--- src/rtl/imem_arbiter.sv ---
// imem_arbiter: single-port instruction memory shared by fetch and debug, fetch-first with debug anti-starvation
module imem_arbiter #(
  parameter int STARVE_MAX = 4,
  parameter int AW = 32
) (
  input  logic          clk,
  input  logic          rst,
  input  logic          if_req,
  input  logic [AW-1:0] if_addr,
  output logic          if_gnt,
  output logic          if_rvalid,
  output logic [31:0]   if_rdata,
  output logic          if_err,
  input  logic          dbg_req,
  input  logic          dbg_we,
  input  logic [AW-1:0] dbg_addr,
  input  logic [31:0]   dbg_wdata,
  output logic          dbg_gnt,
  output logic          dbg_rvalid,
  output logic [31:0]   dbg_rdata,
  output logic          dbg_err,
  output logic          mem_en,
  output logic          mem_we,
  output logic [AW-1:0] mem_addr,
  output logic [31:0]   mem_wdata,
  input  logic [31:0]   mem_rdata
);
  logic [3:0]    starve;
  logic [AW-1:0] addr;
  logic          aligned;
  // grants are gated by rst so they drop immediately when reset asserts
  always_comb begin
    dbg_gnt = !rst && dbg_req && (!if_req || starve >= 4'(STARVE_MAX));
    if_gnt = !rst && if_req && !dbg_gnt;
    addr = dbg_gnt ? dbg_addr : if_addr;
    aligned = addr[1:0] == 2'b00;
    mem_en = (if_gnt || dbg_gnt) && aligned;
    mem_we = mem_en && dbg_gnt && dbg_we;
    mem_addr = mem_en ? addr : '0;
    mem_wdata = (mem_en && dbg_gnt) ? dbg_wdata : '0;
  end
  always_ff @(posedge clk or posedge rst) begin
    if (rst) begin
      starve <= '0;
      if_rvalid <= 1'b0;
      if_err <= 1'b0;
      if_rdata <= '0;
      dbg_rvalid <= 1'b0;
      dbg_err <= 1'b0;
      dbg_rdata <= '0;
    end else begin
      starve <= (dbg_req && !dbg_gnt) ? ((starve == 4'hf) ? starve : starve + 4'd1) : 4'd0;
      if_rvalid <= if_gnt;
      if_err <= if_gnt && !aligned;
      if (if_gnt) if_rdata <= aligned ? mem_rdata : '0;
      dbg_rvalid <= dbg_gnt;
      dbg_err <= dbg_gnt && !aligned;
      if (dbg_gnt) dbg_rdata <= (aligned && !dbg_we) ? mem_rdata : '0;
    end
  end
endmodule

--- config.mk ---
export PLATFORM = sky130hd
export DESIGN_NAME = imem_arbiter
export DESIGN_NICKNAME = d
export VERILOG_FILES = /design/src/rtl/imem_arbiter.sv
export SDC_FILE = /design/constraint.sdc
export NUM_CORES = 1
export LEC_CHECK = 0
export CAP_MARGIN = 20
export CORE_MARGIN = 2
export CORE_UTILIZATION = 35
export CTS_CLUSTER_SIZE = 20
export DETAILED_ROUTE_END_ITERATION = 12
export PLACE_DENSITY_LB_ADDON = 0.15
export SLEW_MARGIN = 10
export SYNTH_ARGS = -nofsm -noshare
export SYNTH_HDL_FRONTEND = slang
export SYNTH_SLANG_ARGS = --single-unit
--- constraint.sdc ---
create_clock -name clk -period 4.8 [get_ports clk]
set_input_delay 0.96 -clock clk [delete_from_list [all_inputs] [get_ports clk]]
set_output_delay 0.96 -clock clk [all_outputs]
set_load 0.02 [all_outputs]
# == Word-level counts from Yosys, hierarchy flattened ==
# Cells that the tools add are included.
# word_totals
regBits,72
latchBits,0
mem_bits_rw,0
rom_bits,0
input_bits,133
output_inout_bits,136
wordCells,37
mem_count,0
# op_classes
addsub,1
n_mul,0
div_mod_pow,0
order_cmp,1
eq_ne,2
shifts,0
muxes,7
bitwise_logic,0
n_reduce_logical,19
# op_table
cell,count
$mux W32,5
$logic_and A1 B1 Y1,11
$mux W4,2
$logic_not A1 Y1,5
$add A4 B1 Y4 const B,1
$eq A4 B4 Y1 const B,1
$ge A4 B3 Y1 const B,1
$logic_not A2 Y1,1
$logic_or A1 B1 Y1,2
$ne A2 B2 Y1 const B,1

# == Logic depth before layout (Yosys ltp) ==
# logic_depth
ltp_word,9
ltp_mapped,5
ltp_nobuf,4

# == Least setup slack after synthesis ==
# No wires, ideal clock.
# synth_path
path_type,in2out
start,in rst
end,out mem_addr[10]
arrival_time_ps,3570
required_time_ps,3840
setup_slack_ps,270
stages,5
n_path_buf,2
path_cell_list,inv_1 -> and4_1 -> clkbuf_1 -> clkbuf_1 -> a22o_1
# synth_via
elab_chain_len,8
word_cells_on_any_way,11
cone_classes,mux: 2; reduce/logical: 9
# synth_rtl
item,line_no,rtl
from (decl),7,"input logic rst,"
$logic_not A1 Y1 (no line) (*),n/a,
$logic_and A1 B1 Y1 (2 in a row),33,dbg_gnt = !rst && dbg_req && (!if_req || starve >= 4'(STARVE_MAX));
$logic_not A1 Y1,34,if_gnt = !rst && if_req && !dbg_gnt;
$logic_and A1 B1 Y1,34,
$logic_or A1 B1 Y1,37,mem_en = (if_gnt || dbg_gnt) && aligned;
$logic_and A1 B1 Y1,37,
$mux W32 (*),39,mem_addr = mem_en ? addr : '0;
to (decl),24,"output logic [AW-1:0] mem_addr,"
# Mark *: on every way between the ends. The rest lies on a longest branch, timed or not.

# == Worst setup path after layout ==
# layout_path
start,in if_req
end,out dbg_gnt
# layout_via
elab_chain_len,3
# layout_rtl
item,line_no,rtl
from (decl),8,"input logic if_req,"
$logic_not A1 Y1,33,
$logic_or A1 B1 Y1,33,
$logic_and A1 B1 Y1,33,
to (decl),18,"output logic dbg_gnt,"
# No other way between the ends.

==> impl_metrics.tcl <==
set metrics [dict create \
    r2r_end "starve[3]" \
    yosysWarnings 0 \
    power_leakage_nw 2.848 \
    status "finished, final reports clean" \
    synth_cell_types 27 \
    synth-seq-area-share_pct 48.68 \
    timing.critical_path.to_type "primary output" \
    grt-ovfl-total 0 \
    cts_resized 0 \
    post-route-period-util_pct 83.42 \
    place_hpwl_um 11620 \
    drc 0 \
    die_height_um 106.8 \
    clock_path_buffers 2 \
    worstPathArrival_ns 3.04 \
    cts_tree "yes" \
    core-area_mm2 0.01028 \
    dieWidth_um 106.8 \
    r2r_cells 4 \
    cap_viol_max_count 0 \
    rsz0062_at_grt "no" \
    detail_route.wl_per_cell_um 19.32 \
    cp-start-kind "input pin" \
    fmax_ghz 0.2497 \
    cp_max_fo 66 \
    layout_min_cycle_time_ns 4.004 \
    post_drt_via_cell_ratio 4.954 \
    drt-total-wl_um 15140 \
    reg2reg_setup_slack_ns 2.99 \
    p_per_area_mw_per_mm2 249.6 \
    postCtsSetupBuffers 0 \
    totalPowerFinal_mw 1.674 \
    finalHoldViolations 0 \
    drive_gt1_share_pct 4.482 \
    tightest_slew_ns 0.9226 \
    slew_headroom_pct 38.50 \
    drt-pass1-iter-count 4 \
    portBuffers 266 \
    wl_met1_um 6755 \
    final_antenna_net_count 0 \
    tns_ns 0 \
    rows 37 \
    setup_viol 0 \
    layout.filler_cells 858 \
    grtUsageTotal_pct 26.43 \
    cts.root.buffer_cell "clkbuf_8" \
    vias 3884 \
    netlist_top_cells_count "dfrtp_1 (72), nand2_1 (65), inv_1 (34)" \
    floorplan.initialDensity_pct 36.01 \
    grt_pass1_wl_um 22780 \
    grt_antenna_before_repair 0 \
    highest_layer "met4" \
    critical_path.endpoint "dbg_gnt" \
    clk_pin_slew_ns 0.08 \
    insertion_delay_ns 0.34 \
    synth_top_area_cell "dfrtp_1" \
    dieArea_mm2 0.01141 \
    crit_start "if_req" \
    synthCells 393 \
    synthTopCellsByArea "dfrtp_1 (49%), mux2i_1 (8.9%), a22o_1 (7.1%)" \
    ys_seq_elements 72 \
    holdBufCountCts 0 \
    drt_iter0_markers 228 \
    clock-sinks 72 \
    cts_made_buffers 9 \
    synth_area_per_cell_um2 9.417 \
    critical_path_class "input pin to primary output" \
    clock_skew_ns 0.007114 \
    finalMaxSlewViolations 0 \
    netlist_area_mm2 0.003701 \
    synth_top_area_share_pct 48.68 \
    htree_levels 3 \
    synth_ff_type "dfrtp_1" \
    synth.most_common_cell "dfrtp_1" \
    r2r_start "starve[2]" \
    vdd_drop_max_mv 0.1691 \
    min_path_type "register to register" \
    async_reset_ff_share_pct 100.0 \
    worstPathRequired_ns 3.84 \
    grt_pass1_vias 3860 \
    dr_wl_met3_um 1360 \
    synth_edf_count 0 \
    nets 777 \
    dr_wl_met2_um 6882 \
    gp_congestion 0.7656 \
    area_growth_pct 81.27 \
    ios 269 \
    grt_max_degree 73 \
]
==> worst max-delay path, cell delays in order <==
cell and delay [ns]:
clkdlybuf4s50_1 0.52, nor3b_4 0.26, buf_4 0.52, nor2_1 0.19
clkdlybuf4s50_1 0.59
==> kinds of logic after synthesis <==
| kind of cell | count (synthesis) | share of synthesized area, % |
|---|---|---|
| AOI/OAI and AO/OA | 98 | 18.56 |
| other | 1 | 0.1013 |
| adders and majority gates | 1 | 0.3380 |
| and+or+nand+nor | 117 | 15.38 |
| buffers and inverters | 70 | 7.775 |
| DFF | 72 | 48.68 |
| muxes | 33 | 8.925 |
| xor gates and xnor gates | 1 | 0.2367 |
==> placed cells by master, fill, tap and decap left out, types with 2 or more instances in the layout <==
cell type	instances
nor2_1	6
inv_1	33
conb_1	2
dfrtp_1	72
o21ai_0	26
nand3_1	2
buf_4	7
nor3_1	2
mux2i_1	33
and2_1	33
clkdlybuf4s50_1	266
bufinv_16	3
nand2_1	65
clkbuf_8	9
a22o_1	30
o21ai_1	8
o31ai_1	32
==> cell type report <==
class / instances / area (um2) / area share (%)
Sequential cell: 72 / 1802 / 26.86
Multi-Input combinational cell: 252 / 1637 / 24.39
Inverter: 34 / 128.9 / 1.921
Clock buffer: 10 / 127.6 / 1.902
Antenna cell: 1 / 2.502 / 0.03730
Tap cell: 136 / 170.2 / 2.536
Clock inverter: 5 / 106.4 / 1.585
Timing Repair Buffer: 274 / 2735 / 40.77
==> stage by stage <==
stage	instances	area [um2]	utilization [%]	hold slack [ns]	worst slack [ns]
6_report	784	6709	65.28	0.4963	0.7959
3_5_place_dp	768	6472	62.98	0.4803	0.7896
4_1_cts	783	6706	65.25	0.4972	0.7875
2_1_floorplan	394	3705	-	0.5354	0.2704
5_1_grt	783	6706	65.25	0.5258	0.6700
3_3_place_gp	768	6472	62.98	0.4745	0.7971
==> metal layers <==
layer,up-vias,global-route usage (%)
li1,1832,-
met1,1871,35.69
met2,165,41.40
met3,16,9.909
met4,0,4.267
met5,-,0
==> worst min-delay path by stage <==
stage	start	to	slack, ns	depth (start not counted)
2_1_floorplan	starve[1]	starve[1]	0.54	2
3_3_place_gp	dbg_rdata[11]	dbg_rdata[11]	0.47	2
3_5_place_dp	dbg_rdata[9]	dbg_rdata[9]	0.48	2
4_1_cts	dbg_rdata[9]	dbg_rdata[9]	0.50	2
5_1_grt	dbg_rdata[9]	dbg_rdata[9]	0.53	2
6_report	dbg_rdata[16]	dbg_rdata[16]	0.50	2
==> flip-flops by register name, summed over array words and instances (netlist names) <==
| name | flops |
|---|---|
| dbg_rdata | 32 |
| if_rvalid | 1 |
| if_rdata | 32 |
| dbg_rvalid | 1 |
| if_err | 1 |
| dbg_err | 1 |
| starve | 4 |
==> power breakdown <==
group	total, mW	switching (mW)	internal (mW)
registers	0.673	0.0244	0.649
clock network	0.576	0.233	0.344
logic	0.425	0.201	0.224
total	1.67	0.458	1.22
Power figures use the tool's default switching activity.
